--- config.mk ---
export PLATFORM = sky130hd
export DESIGN_NAME = fpu_scheduler
export DESIGN_NICKNAME = d
export VERILOG_FILES = /design/src/rtl/fpu_scheduler.sv
export SDC_FILE = /design/constraint.sdc
export NUM_CORES = 1
export LEC_CHECK = 0
export CORE_MARGIN = 2
export CORE_UTILIZATION = 30
export CTS_BUF_LIST = sky130_fd_sc_hd__clkbuf_8 sky130_fd_sc_hd__clkbuf_16
export CTS_CLUSTER_DIAMETER = 40
export DETAILED_ROUTE_END_ITERATION = 7
export PLACE_DENSITY = 0.56
export SYNTH_ARGS = -nofsm -noshare
export SYNTH_HDL_FRONTEND = slang
export SYNTH_SLANG_ARGS = --single-unit
--- constraint.sdc ---
create_clock -name clk -period 4.15 [get_ports clk]
set_input_delay 0.83 -clock clk [delete_from_list [all_inputs] [get_ports clk]]
set_output_delay 0.83 -clock clk [all_outputs]
set_load 0.02 [all_outputs]
--- src/rtl/fpu_scheduler.sv ---
// Float register scoreboard and writeback-port scheduler for a fixed-latency FPU.
// Shares the single float-regfile write port with loads; the FPU always gets the port first.
module fpu_scheduler #(
  parameter int LATENCY = 3
) (
  input  logic       clk,
  input  logic       rst,
  input  logic       issue_valid,
  input  logic [5:0] issue_op,
  input  logic [4:0] issue_fs,
  input  logic [4:0] issue_ft,
  input  logic [4:0] issue_fd,
  output logic       issue_stall,
  output logic       fpu_go,
  input  logic       ld_valid,
  input  logic [4:0] ld_addr,
  output logic       ld_ready,
  output logic       wb_en,
  output logic [4:0] wb_addr,
  output logic [1:0] wb_sel,
  output logic       wb_lsrc,
  output logic       busy
);
  // The writeback register is the final stage, so only LATENCY-1 stages live here.
  localparam int STAGES = LATENCY - 1;

  logic [31:0]      pending, pending_nxt;
  logic [STAGES:1]  vld_pipe;
  logic [4:0]       fd_pipe  [STAGES:1];
  logic [1:0]       sel_pipe [STAGES:1];
  logic             fpu_op, uses_ft, ld_hit;
  logic [1:0]       code;

  always_comb begin
    fpu_op  = (issue_op[5:3] == 3'b110) && (issue_op[2:1] != 2'b11);
    uses_ft = fpu_op && !issue_op[2];
    case (issue_op[2:0])
      3'd0, 3'd1: code = 2'd0;
      3'd2, 3'd3: code = 2'd1;
      3'd4:       code = 2'd2;
      default:    code = 2'd3;
    endcase
  end

  // Last stage valid means the FPU owns the write port next cycle.
  assign ld_ready = ~vld_pipe[STAGES] & ~pending[ld_addr];
  assign ld_hit   = ld_valid & ld_ready &
                    ((ld_addr == issue_fs) | (uses_ft & (ld_addr == issue_ft)) | (ld_addr == issue_fd));
  assign issue_stall = issue_valid & fpu_op &
                       (pending[issue_fs] | (uses_ft & pending[issue_ft]) | pending[issue_fd] | ld_hit);
  assign fpu_go = issue_valid & fpu_op & ~issue_stall;

  // Set after clear so a set always wins on the same bit.
  always_comb begin
    pending_nxt = pending;
    if (wb_en && !wb_lsrc) pending_nxt[wb_addr] = 1'b0;
    if (fpu_go)            pending_nxt[issue_fd] = 1'b1;
  end

  always_ff @(posedge clk) begin
    if (rst) begin
      pending  <= '0;
      busy     <= 1'b0;
      vld_pipe <= '0;
    end else begin
      pending     <= pending_nxt;
      busy        <= |pending_nxt;
      vld_pipe[1] <= fpu_go;
      for (int i = 2; i <= STAGES; i++) vld_pipe[i] <= vld_pipe[i-1];
    end
  end

  always_ff @(posedge clk) begin
    fd_pipe[1]  <= issue_fd;
    sel_pipe[1] <= code;
    for (int i = 2; i <= STAGES; i++) begin
      fd_pipe[i]  <= fd_pipe[i-1];
      sel_pipe[i] <= sel_pipe[i-1];
    end
  end

  always_ff @(posedge clk) begin
    if (rst) begin
      wb_en   <= 1'b0;
      wb_addr <= '0;
      wb_sel  <= '0;
      wb_lsrc <= 1'b0;
    end else if (vld_pipe[STAGES]) begin
      wb_en   <= 1'b1;
      wb_addr <= fd_pipe[STAGES];
      wb_sel  <= sel_pipe[STAGES];
      wb_lsrc <= 1'b0;
    end else if (ld_valid && ld_ready) begin
      wb_en   <= 1'b1;
      wb_addr <= ld_addr;
      wb_sel  <= 2'd3;
      wb_lsrc <= 1'b1;
    end else begin
      wb_en   <= 1'b0;
    end
  end
endmodule
==> results.yml <==
detailed_routing:
  drc: 0
  drt_iter0_markers: 487
  wl_um: 12200
  dr.pass1.iters: 5
  routedWlPerCell_um: 20.6
  dr_total_vias: 3498
  drt-vias-per-instance: 5.89
  ant_nets: 0
power:
  ir_worst_vdd_mv: 0.202
  pwr_density_cell_nw_per_um2: 333
  leakage_nw: 1.84
  power_mw: 1.63
sta:
  slew_viol_final: 0
  min_period_over_period: 0.975
  fmax_mhz: 247
  rsz0062_at_grt: "false"
  setup_viol: 0
  finalHoldViolCount: 0
  worst_pin_slew_ns: 0.506
  relSlewSlack: 0.662
  period_minus_slack_ns: 4.05
  fin_worst_skew_ns: 0.0110
logic_synthesis:
  muxShareOfSynthArea: 0.221
  synthCells: 364
  yosysUniqueCellTypes: 47
  ys_seq_elements: 58
  synth_xor_area_frac: 0.0370
  ys_seq_area_frac: 0.327
  syn_area_per_cell_um2: 9.76
  ys_warn_count: 0
  synth-simple-area-share: 0.180
  syn_nets: 394
  netlist_area_um2: 3550
  synth_top_family_by_area: "multiplexers"
  synth_compound_area_frac: 0.182
  yosys.area_share.adder: 0
critical_path:
  crit_fanout: 7
  cp-start-kind: "primary input"
  rr_worst_depth: 8
  reg2reg_slack_ns: 1.03
  timing.rr.start: "pending[29]"
  crit_required_ns: 3.32
  crit_path_end_kind: "primary output"
  critical_path_class: "in2out"
  r2r_end: "pending[21]"
  crit_arrival_ns: 3.22
clocking:
  clk_latency_ns: 0.33
  cts.htree.levels: 3
  numCtsBuffers: 9
  cts_max_path_buffers: 2
  clkSlewWorstSetupHoldPaths_ns: 0.05
  root_buffer: "clkbuf_16"
  tritoncts: "yes"
  cts.sinks: 58
floorplan:
  die_w_um: 113
  num_rows: 39
  die_area_um2: 12700
  die_h_um: 113
  io_pins: 43
  start_util: 0.310
  core_um2: 11500
global_route:
  grt-ovfl-total: 0
  antenna_found_initial: 0
  track_usage: 0.193
  grt_pass1_vias: 3432
  grt_pass1_wl_um: 19100
  grt_max_degree: 49
finish:
  fin_area_um2: 4880
  fin_nets: 476
  layout.cells.non_filler: 594
  drive_above_1_share: 0.319
  fillers: 1080
  antenna_cells: 0
  area_growth_pct: 37.5
  final_core_util: 0.426
run:
  cap_violations: 0
min_path:
  min_to: "fd_pipe[2][4]"
  min_path_cells: 0
  hp-class: "reg2reg"
  hp-start: "fd_pipe[1][4]"
place:
  port_buffers: 42
  hpwlAfterDp_um: 9240
  dp.cells: 577
  gp_congestion: 1.01
  place_area_um2: 4490
status:
  status: "completed"
cells in the mapped netlist (all sizes together):
cell type	number	area, µm²
nand3b	9	67.6
clkbuf	21	78.8
o31ai	14	105
a32o	1	10.0
and2	1	6.26
xnor2	6	52.6
nor3	9	45.0
o2111ai	2	17.5
or3b	6	52.6
mux4	22	495
o22ai	9	56.3
nor2b	7	43.8
nand2	12	45.0
inv	2	7.51
nor3b	1	7.51
a2111oi	1	8.76
a21oi	4	20.0
nor2	15	56.3
xor2	9	78.8
mux2	6	67.6
and4b	1	10.0
buf	15	104
o221ai	3	26.3
nor4	3	18.8
o21ai	34	170
dfxtp	58	1160
or2	15	93.8
or4b	2	20.0
o41ai	1	8.76
a22oi	4	30.0
mux2i	22	220
nand4b	1	8.76
nand4bb	2	22.5
or4	1	7.51
or3	3	18.8
nand2b	3	18.8
nand4	9	56.3
nand3	8	40.0
a21o	1	7.51
o32ai	18	165
o211ai	2	15.0
a31oi	1	6.26
worst max-delay path, stage by stage:
cell and delay (ns):
buf_6 0.07, buf_12 0.11, mux4_2 0.49, mux2i_1 0.15, nor3b_1 0.07, or4_1 0.50
or4b_4 0.54, or2_4 0.28, inv_2 0.06, buf_6 0.10
flip-flops by register name (all words and copies together) (netlist names):
register	count
busy	1
fd_pipe	10
pending	32
sel_pipe	4
vld_pipe	2
wb_addr	5
wb_en	1
wb_lsrc	1
wb_sel	2
where the power goes:
group	internal (mW)	total (mW)	leakage (nW)	switching (mW)
combinational	0.115	0.225	1.20	0.111
sequential	0.573	0.589	0.474	0.0157
clock	0.556	0.813	0.167	0.258
total	1.24	1.63	1.84	0.384
stage by stage:
stage                     hold WS [ns]  worst slack (ns)  TNS, ns
final                            0.325             0.104        0
after global routing             0.334            0.0141        0
after CTS                        0.326           0.00871        0
after detailed placement         0.313            -0.908    -3.75
after global placement           0.311            -0.895    -2.61
after floorplan                  0.310            0.0298        0
routing by layer:
metal,routed length (µm),track usage
met5,0,0
met4,498,0.0894
met3,1320,0.0611
met2,5250,0.282
met1,5180,0.262
logic make-up (layout without fill, tap and decap cells):
| family | Yosys count | after routing |
|---|---|---|
| mux | 50 | 50 |
| compound gates | 95 | 95 |
| buf+inv | 38 | 125 |
| simple gates | 108 | 108 |
| xor+xnor | 15 | 15 |
| flops | 58 | 58 |
cell usage in the layout, fill, tap and decap left out, types with 10 or more instances in the layout:
cell type | netlist | final
nor2_1 | 15 | 15
o21ai_0 | 34 | 32
clkbuf_16 | 0 | 10
mux4_2 | 22 | 22
o31ai_1 | 14 | 14
or2_2 | 14 | 14
clkdlybuf4s50_1 | 0 | 32
mux2i_1 | 22 | 22
buf_4 | 0 | 60
nand2_1 | 12 | 12
o32ai_1 | 17 | 17
dfxtp_1 | 58 | 58
final cells by class:
| class | count | area [µm²] | share of cell area |
|---|---|---|---|
| multi-input cells | 268 | 2240 | 0.459 |
| flip-flops and latches | 58 | 1160 | 0.238 |
| repair buffers | 107 | 966 | 0.198 |
| clock buffers | 11 | 253 | 0.0518 |
| well taps | 143 | 179 | 0.0366 |
| clock inverters | 5 | 77.6 | 0.0159 |
| inverters | 2 | 7.51 | 0.00154 |
how the worst max path moves through the flow:
| stage | startpoint | to | slack [ns] |
|---|---|---|---|
| floorplan | issue_fs[2] | fpu_go | 0.03 |
| global placement | issue_fs[0] | fpu_go | -0.89 |
| detailed placement | issue_fs[0] | fpu_go | -0.91 |
| CTS | issue_fd[1] | fpu_go | 0.009 |
| global route | ld_addr[0] | issue_stall | 0.01 |
| finish | issue_fs[0] | fpu_go | 0.10 |
timing repair:
item                       in CTS  in global routing
cloned                          0                  1
buffers inserted                0                  1
hold buffers                    0                  0
gates resized for setup        29                 11
pin swaps                       5                  5
setup endpoints to repair       2                  2
No activity file was read; power rests on OpenSTA's default activity.
